File: config.mk
export PLATFORM = sky130hd
export DESIGN_NAME = verify_ingress_sequencer
export DESIGN_NICKNAME = d
export VERILOG_FILES = /design/src/rtl/verify_ingress_sequencer.sv
export SDC_FILE = /design/constraint.sdc
export NUM_CORES = 1
export LEC_CHECK = 0
export ABC_CLOCK_PERIOD_IN_PS = 9400
export CAP_MARGIN = 25
export CORE_UTILIZATION = 35
export DETAILED_ROUTE_END_ITERATION = 16
export PLACE_DENSITY = 0.6
export SLEW_MARGIN = 20
export SYNTH_ARGS = -nofsm -noshare
export SYNTH_HDL_FRONTEND = slang
export SYNTH_SLANG_ARGS = --single-unit
File: constraint.sdc
create_clock -name clk -period 9.4 [get_ports clk]
set_clock_uncertainty 0.1 [all_clocks]
set_input_delay 0.94 -clock clk [delete_from_list [all_inputs] [get_ports clk]]
set_output_delay 0.94 -clock clk [all_outputs]
set_load 0.01 [all_outputs]
File: src/rtl/verify_ingress_sequencer.sv
// Verify-mode ingress sequencer: tags the fixed host word stream with field id/index, forwards it
// through a one-stage output register, then returns the datapath's accept/reject word to the host.
module verify_ingress_sequencer #(
    parameter int unsigned W          = 64,
    parameter int unsigned SEED_WORDS = 4,
    parameter int unsigned Z_WORDS    = 160,
    parameter int unsigned T1_WORDS   = 160,
    parameter int unsigned H_WORDS    = 12,
    parameter int unsigned MLEN_W     = 64
) (
    input  logic         clk,
    input  logic         rst_n,
    input  logic         start,
    input  logic         valid_i,
    output logic         ready_i,
    input  logic [W-1:0] data_i,
    output logic         fld_valid,
    input  logic         fld_ready,
    output logic [W-1:0] fld_data,
    output logic [2:0]   fld_id,
    output logic [15:0]  fld_idx,
    output logic         fld_last,
    input  logic         res_valid,
    input  logic         res_rej,
    output logic         valid_o,
    input  logic         ready_o,
    output logic [W-1:0] data_o,
    output logic         busy
);

    localparam int unsigned CW  = MLEN_W + 1;
    localparam int unsigned BPW = W / 8;

    typedef enum logic [3:0] {
        StIdle, StRho, StC, StZ, StT1, StMlen, StMsg, StH, StWaitRes, StSendRes
    } state_e;

    state_e              state_q, state_d;
    logic [CW-1:0]       cnt_q;
    logic [MLEN_W-1:0]   mlen_q;
    logic                rej_q;
    logic                fld_valid_q;
    logic [W-1:0]        fld_data_q;
    logic [2:0]          fld_id_q;
    logic [15:0]         fld_idx_q;
    logic                fld_last_q;

    logic                in_field;
    logic                acc;
    logic                is_last;
    logic [2:0]          cur_id;
    logic [CW-1:0]       last_idx;
    logic [CW-1:0]       msg_words;
    logic                res_take;

    // Byte count rounded up to whole words; an empty message still occupies one word.
    assign msg_words = ({1'b0, mlen_q} + CW'(BPW - 1)) / CW'(BPW);

    always_comb begin
        in_field = 1'b1;
        cur_id   = 3'd0;
        last_idx = '0;
        case (state_q)
            StRho:   begin cur_id = 3'd0; last_idx = CW'(SEED_WORDS - 1); end
            StC:     begin cur_id = 3'd1; last_idx = CW'(SEED_WORDS - 1); end
            StZ:     begin cur_id = 3'd2; last_idx = CW'(Z_WORDS - 1);    end
            StT1:    begin cur_id = 3'd3; last_idx = CW'(T1_WORDS - 1);   end
            StMlen:  begin cur_id = 3'd4; last_idx = '0;                  end
            StMsg:   begin
                cur_id   = 3'd5;
                last_idx = (msg_words == '0) ? '0 : msg_words - CW'(1);
            end
            StH:     begin cur_id = 3'd6; last_idx = CW'(H_WORDS - 1);    end
            default: in_field = 1'b0;
        endcase
    end

    assign ready_i  = in_field & (~fld_valid_q | fld_ready);
    assign acc      = valid_i & ready_i;
    assign is_last  = (cnt_q == last_idx);
    assign res_take = (state_q == StWaitRes) & res_valid & ~fld_valid_q;

    always_comb begin
        state_d = state_q;
        case (state_q)
            StIdle:    if (start)             state_d = StRho;
            StRho:     if (acc && is_last)    state_d = StC;
            StC:       if (acc && is_last)    state_d = StZ;
            StZ:       if (acc && is_last)    state_d = StT1;
            StT1:      if (acc && is_last)    state_d = StMlen;
            StMlen:    if (acc && is_last)    state_d = StMsg;
            StMsg:     if (acc && is_last)    state_d = StH;
            StH:       if (acc && is_last)    state_d = StWaitRes;
            StWaitRes: if (res_take)          state_d = StSendRes;
            StSendRes: if (ready_o)           state_d = StIdle;
            default:                          state_d = StIdle;
        endcase
    end

    always_ff @(posedge clk or negedge rst_n) begin
        if (!rst_n) begin
            state_q <= StIdle;
        end else begin
            state_q <= state_d;
        end
    end

    always_ff @(posedge clk or negedge rst_n) begin
        if (!rst_n) begin
            cnt_q       <= '0;
            mlen_q      <= '0;
            rej_q       <= 1'b0;
            fld_valid_q <= 1'b0;
            fld_data_q  <= '0;
            fld_id_q    <= 3'd0;
            fld_idx_q   <= 16'd0;
            fld_last_q  <= 1'b0;
        end else begin
            if (state_q == StIdle && start) begin
                cnt_q <= '0;
            end else if (acc) begin
                cnt_q <= is_last ? '0 : cnt_q + CW'(1);
            end
            if (acc && state_q == StMlen) begin
                mlen_q <= data_i[MLEN_W-1:0];
            end
            if (res_take) begin
                rej_q <= res_rej;
            end
            if (acc) begin
                fld_valid_q <= 1'b1;
                fld_data_q  <= data_i;
                fld_id_q    <= cur_id;
                fld_idx_q   <= cnt_q[15:0];
                fld_last_q  <= is_last;
            end else if (fld_ready) begin
                fld_valid_q <= 1'b0;
            end
        end
    end

    assign fld_valid = fld_valid_q;
    assign fld_data  = fld_data_q;
    assign fld_id    = fld_id_q;
    assign fld_idx   = fld_idx_q;
    assign fld_last  = fld_last_q;
    assign valid_o   = (state_q == StSendRes);
    assign data_o    = {{(W - 1){1'b0}}, valid_o & rej_q};
    assign busy      = (state_q != StIdle);

endmodule

==> metrics.txt, run 1 <==
placer congestion estimate 0.965; RR Startpoint mlen_q[3]$_DFFE_PN0P_; Final Max Tran Viols 0; final layout net count 1894; RSZ-0062 raised after global routing false; die width 206 µm; Final period util 0.801; Peak VDD IR 0.000124 V; Required @ worst endpoint 9700 ps; Tot GR Track Use 0.208; Relative slew margins 0.369; worst skew pair latency 530 ps; share of the synthesized area in the top cell type 0.378; Reg2Reg Setup Slack 1870 ps; Worst-path clk slew 60 ps; ys async rst share 1.00; synth warn 0; largest net degree at the start of global routing 79; vias in the first global route 12191; Max Root-Sink Buffers 3; vias 12881; setup TNS 0 ps; Register-to-Register Path Depth 16; fillers 4045; Die Y 206 µm; Synth area leader dfrtp_1; share of cells above drive strength 1 0.0921; Remaining DRCs 0; worst min-delay path class input pin to async pin; syn_area_per_cell 8.44 µm²; Yosys cell types 86; Syn-to-layout area delta 17.4%; Reg-to-Reg End cnt_q[18]$_DFFE_PN0P_; most frequent cell after synthesis nand2_1; synthesized flop and latch total 219; wire length per cell 18.6 µm; CTS tree done; MaxCap Viol Count 0; drt via density 5.44; kind of critical path register to register; Post-DP HPWL 33600 µm; H-tree levels 1; finished layout cell area 0.0170 mm²; clk root buf clkbuf_16; status completed; cell area after synthesis 0.0145 mm²; ys flop type dfrtp_1; GR Overflow Total 0; Routed Antenna Nets 0; Tmin final 7530 ps; Post-DP Area 0.0162 mm²; Arr. time, crit path 7830 ps; Worst Max-Slew Pin Slew 937 ps; Power Dens Cells 175 mW/mm²; Sequential Area 0.00548 mm²; Antenna Diode Count 0; Sink Count 219; First-pass DRT Iterations 6; antenna violations before repair 0; Core Rows 74; leakage power 6.85 nW; DIE AREA 0.0423 mm²; Critical Path Start Type register; Critical Path Source mlen_q[3]$_DFFE_PN0P_; Fin. Hold Viols 0; Syn Inst Count 1720; post-CTS setup buffers 0; post-cts sizing count 0; Port Buffers 160; CTS Buf Count 25; fmax 133 MHz; Post-synth EDFFs 0; Multi-input gate area 0.00827 mm²; core box area 0.0408 mm²; I/O pin cnt 224; CP Capture Type register; first-pass GRT wire length 69200 µm; Post-synth top cells nand2_1, dfrtp_1, nor2_1, nand3_1, xnor2_1; final setup fails 0; Initial Utilization 0.355; post-synthesis sequential area ratio 0.378; critical path peak fanout 30; starting DRC count in detailed routing 1166; post-cts hold buffer count 0; Post-Route WL 44000 µm; top cells by area, synth dfrtp_1, nand2_1, mux2_2
-- cell usage in the layout, fill, tap and decap left out, drive strengths merged, types with 5 or more instances in the layout --
cell type / synthesis / final
o31ai: 22 / 22
xor2: 71 / 71
conb: 1 / 63
o41ai: 5 / 5
nor3: 57 / 57
nand3b: 7 / 7
nand2: 356 / 356
a21oi: 21 / 21
and2: 18 / 18
nor2b: 8 / 8
a31oi: 14 / 14
nor4: 51 / 51
mux2i: 8 / 8
a211oi: 6 / 6
nor2: 125 / 125
dfrtp: 219 / 219
inv: 30 / 31
o21a: 10 / 10
buf: 97 / 11
or2: 14 / 14
o21ai: 48 / 48
o2111ai: 5 / 5
o211ai: 5 / 5
and3: 21 / 21
or4: 33 / 33
nand2b: 5 / 5
nor3b: 8 / 8
xnor2: 77 / 77
nand4: 67 / 67
nand3: 78 / 78
and4: 12 / 12
o31a: 9 / 9
mux2: 69 / 69
or3: 18 / 18
clkdlybuf4s50: 0 / 159
clkbuf: 63 / 35
-- per-layer routing --
metal,GRT usage,share of wire,vias to the layer above
li1,-,-,6148
met5,0,0,-
met3,0.0322,0.060,69
met4,0.0571,0.026,0
met2,0.322,0.44,446
met1,0.298,0.47,6218
-- worst max-delay path, cell delays in order (launching register included) --
cell and delay, ps:
dfrtp_1 510, o31ai_4 190, nor3_2 800, nand3_1 450, o41ai_1 500, nand4_1 300
nor3_4 370, nand2_1 330, or4_4 700, nand2_1 430, o21ai_0 180, and3b_1 200
or4_4 580, or4_4 660, o21ai_4 540, buf_4 430, nor2_1 90
-- registers in the layout (all words and copies together) (netlist names) --
signal,cells
fld_idx,16
state_q,4
cnt_q,65
rej_q,1
fld_valid,1
fld_last,1
mlen_q,64
fld_data,64
fld_id,3
-- metrics by stage --
stage / hold slack (ps) / setup slack [ps] / utilization / cells / power (mW)
3_5_place_dp: 362 / 1990 / 0.397 / 2324 / 1.99
4_1_cts: 272 / 1940 / 0.417 / 2366 / 3.00
5_1_grt: 298 / 1400 / 0.417 / 2367 / 3.13
6_report: 238 / 1870 / 0.417 / 2367 / 2.98
3_3_place_gp: 359 / 2140 / 0.397 / 2324 / 1.98
2_1_floorplan: 367 / 3720 / - / 1782 / 1.68
-- power by group --
| group | internal [mW] | total (mW) | switching (mW) |
|---|---|---|---|
| logic | 0.334 | 0.751 | 0.417 |
| clock network | 0.606 | 0.997 | 0.390 |
| registers | 1.06 | 1.23 | 0.168 |
| total | 2.00 | 2.98 | 0.975 |
-- cells by family after synthesis --
family | synth area share
other | 0.000258
adder cells (fa/ha/maj) | 0.00172
AO/OA/AOI/OAI | 0.0945
XOR/XNOR | 0.0914
multiplexers | 0.0591
AND/OR/NAND/NOR | 0.305
flip-flops | 0.378
buffers and inverters | 0.0705
-- final cells by class --
class                           instances  area share
Clock buffer                           34      0.0416
Sequential cell                       219       0.321
Tap cell                              532      0.0390
Timing Repair Buffer                  171      0.0992
Inverter                               30     0.00661
Multi-Input combinational cell       1373       0.485
Clock inverter                          8     0.00697
-- worst max path at each step --
| stage | endpoint | slack, ps |
|---|---|---|
| finish | cnt_q[18]$_DFFE_PN0P_ | 1870 |
| global route | cnt_q[3]$_DFFE_PN0P_ | 1400 |
| CTS | cnt_q[15]$_DFFE_PN0P_ | 1940 |
| detailed placement | cnt_q[15]$_DFFE_PN0P_ | 1990 |
| global placement | cnt_q[20]$_DFFE_PN0P_ | 2140 |
| floorplan | cnt_q[30]$_DFFE_PN0P_ | 3720 |
Power figures use the tool's default switching activity.
==> run 2, diff against run 1 <==
ABC_CLOCK_PERIOD_IN_PS = 6700   (was 9400)
PLACE_DENSITY = 0.62   (was 0.6)
clock period = 6.7 ns   (was 9.4 ns; I/O delays follow)
==> metrics.txt, run 2 (synthesized netlist as in run 1, its figures left out) <==
CTS tree done (unchanged); wire length per cell 18.4 µm (was 18.6 µm); drt via density 5.38 (was 5.44); Post-DP Area 0.0164 mm² (was 0.0162 mm²); status completed (unchanged); vias in the first global route 12369 (was 12191); Syn-to-layout area delta 19.5% (was 17.4%); Port Buffers 160 (unchanged); Worst-path clk slew 60 ps (about the same); Peak VDD IR 0.000196 V (was 0.000124 V); First-pass DRT Iterations 9 (was 6); commonest non-fill, non-tap cells in the layout nand2_1, dfrtp_1, clkdlybuf4s50_1 (unchanged); placer congestion estimate 0.919 (was 0.965); cell mode on critical path buf_4 (was or4_4); leakage power 7.03 nW (was 6.85 nW); CTS Buf Count 26 (was 25); Register-to-Register Path Depth 18 (was 16); DIE AREA 0.0423 mm² (unchanged); CP Capture Type register (unchanged); Power Dens Cells 243 mW/mm² (was 175 mW/mm²); H-tree levels 1 (unchanged); Post-Route WL 44300 µm (was 44000 µm); I/O pin cnt 224 (unchanged); fin cells 2401 (was 2367); Relative slew margins 0.355 (was 0.369); Sink Count 219 (unchanged); total power 4.21 mW (was 2.98 mW); Top reg by flops cnt_q (unchanged); Max Root-Sink Buffers 3 (unchanged); MaxCap Viol Count 0 (unchanged); setup TNS 0 ps (unchanged); Worst Max-Slew Pin Slew 968 ps (was 937 ps); Tot GR Track Use 0.211 (was 0.208); vias 12915 (was 12881); starting DRC count in detailed routing 1032 (was 1166); commonest non-fill, non-tap cell in the layout nand2_1 (unchanged); Tmin final 6430 ps (was 7530 ps); Critical Path Start Type register (unchanged); GR Overflow Total 0 (unchanged); Post-DP HPWL 33400 µm (was 33600 µm); Inst Count DP 2352 (was 2324); share of cells above drive strength 1 0.111 (was 0.0921); critical path peak fanout 15 (was 30); Required @ worst endpoint 7090 ps (was 9700 ps); Arr. time, crit path 6820 ps (was 7830 ps); Initial Utilization 0.355 (unchanged); final layout net count 1926 (was 1894); finished layout cell area 0.0174 mm² (was 0.0170 mm²); largest net degree at the start of global routing 119 (was 79); Remaining DRCs 0 (unchanged); Die Y 206 µm (unchanged); post-cts hold buffer count 0 (unchanged); critical-path cell list nand3_2 > buf_4 > or3_4 > or4_1 > or4_1 > nand4_1 > nor2_1 > nand2_1 > buf_4 > nor4_2 > buf_4 > o41ai_1 > nand4_1 > nor3_1 > nand3_1 > or3_1 > nor4_1 > a32o_1 (was o31ai_4 > nor3_2 > nand3_1 > o41ai_1 > nand4_1 > nor3_4 > nand2_1 > or4_4 > nand2_1 > o21ai_0 > and3b_1 > or4_4 > or4_4 > o21ai_4 > buf_4 > nor2_1); kind of critical path register to register (unchanged); first-pass GRT wire length 70400 µm (was 69200 µm); Routed Antenna Nets 0 (unchanged); core box area 0.0408 mm² (unchanged); clk root buf clkbuf_16 (unchanged); Antenna Diode Count 0 (unchanged); antenna violations before repair 0 (unchanged); final setup fails 0 (unchanged); worst skew pair latency 560 ps (was 530 ps); Final period util 0.959 (was 0.801); RSZ-0062 raised after global routing false (unchanged); fmax 156 MHz (was 133 MHz); Largest register FFs 65 (unchanged); worst min-delay path class input pin to async pin (unchanged); Max stage delay cell, worst path o41ai_1 (was nor3_2); die width 206 µm (unchanged); fillers 4019 (was 4045); Core Rows 74 (unchanged); Fin. Hold Viols 0 (unchanged); highest cell delay on the worst timing path 790 ps (was 800 ps); Final Max Tran Viols 0 (unchanged)
-- run 2: cell count changes in the layout (fill, tap and decap cells not counted), moves of 2 or more --
cell / delta
buf_4: +32
nor4_1: -3
nor4_2: +3
clkbuf_1: -2
clkbuf_16: +2
clkinv_2: +2
-- run 2: per-layer routing --
layer	GRT usage	vias up	share of wire
li1	-	6210	-
met1	0.300	6244	0.47
met2	0.329	394	0.45
met3	0.0307	67	0.057
met4	0.0624	0	0.025
met5	0	-	0
-- run 2: worst paths after layout --
path / startpoint / end / slack, ps
setup / recovery: mlen_q[8]$_DFFE_PN0P_ / state_q[3]$_DFFE_PN0P_ / 270
hold / removal: rst_n / fld_data[62]$_DFFE_PN0P_ / 80
setup reg to reg: mlen_q[8]$_DFFE_PN0P_ / state_q[3]$_DFFE_PN0P_ / 270
hold reg to reg: fld_data[60]$_DFFE_PN0P_ / fld_data[60]$_DFFE_PN0P_ / 370
max in group asynchronous: rst_n / mlen_q[21]$_DFFE_PN0P_ / 5000
min in group clk: fld_data[60]$_DFFE_PN0P_ / fld_data[60]$_DFFE_PN0P_ / 370
-- run 2: critical path, delay by kind of cell, from the launching register on --
kind,cells,cell delay (ps)
buf+inv,3,610
simple gates,13,4140
compound gates,2,1040
flops,1,480
-- run 2: area by class of cell --
class                           instances  area, µm²  area share
Timing Repair Buffer                  202       1930       0.111
Sequential cell                       219       5480       0.316
Inverter                               30        113     0.00649
Multi-Input combinational cell       1373       8290       0.478
Clock inverter                         11        115     0.00663
Tap cell                              532        666      0.0384
Clock buffer                           34        752      0.0433
-- run 2: where the power goes --
group,switching (mW),total (mW),internal (mW)
sequential,0.237,1.72,1.49
combinational,0.572,1.05,0.475
clock,0.577,1.44,0.862
-- run 2: repair_timing --
item / in CTS / in global routing
resized for setup: 0 / 5
setup endpoints to repair: 0 / 67
buffers inserted: 0 / 4
-- run 2: metrics by stage --
step / utilization / hold WS, ps / setup WS [ps]
after floorplan: - / 274 / 1020
after global placement: 0.402 / 358 / 214
after detailed placement: 0.402 / 364 / 160
after CTS: 0.423 / 131 / 148
after global routing: 0.425 / 181 / 32.5
final: 0.425 / 78.4 / 273
==> run 3, diff against run 2 <==
CTS_BUF_LIST = sky130_fd_sc_hd__clkbuf_2 sky130_fd_sc_hd__clkbuf_4 sky130_fd_sc_hd__clkbuf_8   (was unset)
==> metrics.txt, run 3 (synthesized netlist as in run 1, its figures left out) <==
Syn-to-layout area delta 19.6% (was 19.5%); placer congestion estimate 0.919 (unchanged); clk root buf clkbuf_8 (was clkbuf_16); setup TNS 0 ps (unchanged); die width 206 µm (unchanged); leakage power 7.06 nW (was 7.03 nW); commonest non-fill, non-tap cell in the layout nand2_1 (unchanged); share of cells above drive strength 1 0.124 (was 0.111); CTS tree done (unchanged); Core Rows 74 (unchanged); fmax 156 MHz (about the same); Final Max Tran Viols 0 (unchanged); largest net degree at the start of global routing 119 (unchanged); RSZ-0062 raised after global routing false (unchanged); vias in the first global route 12435 (was 12369); First-pass DRT Iterations 5 (was 9); Tmin final 6420 ps (was 6430 ps); GR Overflow Total 0 (unchanged); total power 4.17 mW (was 4.21 mW); vias 13008 (was 12915); DIE AREA 0.0423 mm² (unchanged); Sequential Area 0.00548 mm² (unchanged); wire length per cell 18.3 µm (was 18.4 µm); antenna violations before repair 0 (unchanged); I/O pin cnt 224 (unchanged); core box area 0.0408 mm² (unchanged); commonest non-fill, non-tap cells in the layout nand2_1, dfrtp_1, clkdlybuf4s50_1 (unchanged); kind of critical path register to register (unchanged); worst skew pair latency 580 ps (was 560 ps); Worst-path clk slew 60 ps (about the same); Peak VDD IR 0.000143 V (was 0.000196 V); Fin. Hold Viols 0 (unchanged); Required @ worst endpoint 7060 ps (was 7090 ps); H-tree levels 2 (was 1); final setup fails 0 (unchanged); fillers 4035 (was 4019); Worst Max-Slew Pin Slew 966 ps (was 968 ps); Multi-input gate area 0.00829 mm² (unchanged); final layout net count 1940 (was 1926); starting DRC count in detailed routing 1078 (was 1032); Port Buffers 160 (unchanged); first-pass GRT wire length 70400 µm (unchanged); Tot GR Track Use 0.213 (was 0.211); MaxCap Viol Count 0 (unchanged); Post-DP HPWL 33400 µm (unchanged); worst min-delay path class input pin to async pin (unchanged); drt via density 5.36 (was 5.38); Routed Antenna Nets 0 (unchanged); post-cts hold buffer count 0 (unchanged); Critical Path Start Type register (unchanged); Remaining DRCs 0 (unchanged); Relative slew margins 0.356 (was 0.355); critical path peak fanout 45 (was 15); Top reg by flops cnt_q (unchanged); Power Dens Cells 240 mW/mm² (was 243 mW/mm²); Die Y 206 µm (unchanged); placement-stage worst setup slack 160 ps (unchanged); Max Root-Sink Buffers 3 (unchanged); status completed (unchanged); final worst slack 279 ps (was 273 ps); Initial Utilization 0.355 (unchanged); Antenna Diode Count 0 (unchanged); Largest register FFs 65 (unchanged); Final period util 0.958 (was 0.959); Sink Count 219 (unchanged); Post-Route WL 44400 µm (was 44300 µm); CTS Buf Count 40 (was 26); Arr. time, crit path 6790 ps (was 6820 ps); CP Capture Type register (unchanged)
[run 3: cell count changes in the layout (fill, tap and decap cells not counted), sizes merged]
cell / previous run / this run
clkinv: 7 / 4
clkbuf: 34 / 62
clkinvlp: 1 / 2
inv: 31 / 30
[run 3: path summary, 6_finish.rpt]
kind	slack (ps)	to	cells past startpoint	from
min in group clk	370	fld_data[60]$_DFFE_PN0P_	2	fld_data[60]$_DFFE_PN0P_
min	60	mlen_q[63]$_DFFE_PN0P_	1	rst_n
max reg2reg	280	cnt_q[19]$_DFFE_PN0P_	19	mlen_q[7]$_DFFE_PN0P_
max	280	cnt_q[19]$_DFFE_PN0P_	19	mlen_q[7]$_DFFE_PN0P_
min reg2reg	370	fld_data[60]$_DFFE_PN0P_	2	fld_data[60]$_DFFE_PN0P_
max in group asynchronous	5020	mlen_q[21]$_DFFE_PN0P_	2	rst_n
[run 3: power by group]
group	total (mW)	internal [mW]	switching [mW]	leakage, nW
logic	1.04	0.475	0.570	3.84
registers	1.72	1.49	0.237	2.76
clock network	1.40	0.820	0.579	0.461
[run 3: cell type report]
type,instances,area share
Multi-Input combinational cell,1373,0.477
Sequential cell,219,0.316
Timing Repair Buffer,202,0.111
Clock buffer,62,0.0452
Tap cell,532,0.0383
Inverter,30,0.00649
Clock inverter,8,0.00548
[run 3: through the flow]
| stage | std cells | hold slack (ps) | utilization | instance area, µm² |
|---|---|---|---|---|
| floorplan | 1782 | 274 | - | 14700 |
| global placement | 2351 | 358 | 0.402 | 16400 |
| detailed placement | 2352 | 364 | 0.402 | 16400 |
| CTS | 2422 | 91.8 | 0.424 | 17300 |
| global route | 2426 | 148 | 0.425 | 17400 |
| finish | 2426 | 64.4 | 0.425 | 17400 |
[run 3: per-layer routing]
metal / global-route usage / routed length (µm) / share of wire
met3: 0.0350 / 2650 / 0.060
met5: 0 / 0 / 0
met4: 0.0780 / 1200 / 0.027
met1: 0.299 / 20700 / 0.47
met2: 0.328 / 19800 / 0.45
[run 3: what timing repair did]
item | in CTS | in global routing
setup endpoints to repair | 0 | 67
buffers inserted | 0 | 4
resized for setup | 0 | 5
hold endpoints to repair | 0 | 0
[run 3: critical path, stage by stage, from the launching register on]
cell and delay (ps):
dfrtp_1 480, nand3_2 150, buf_4 190, or3_4 420, or4_1 760, or4_1 600, nand4_1 160, nor2_1 90
nand2_1 120, buf_4 200, nor4_2 80, buf_4 210, o41ai_1 840, nand4_1 170, nor3_1 380, nand3_1 230
or4_4 550, o21ai_4 190, buf_12 250, nor2_1 90
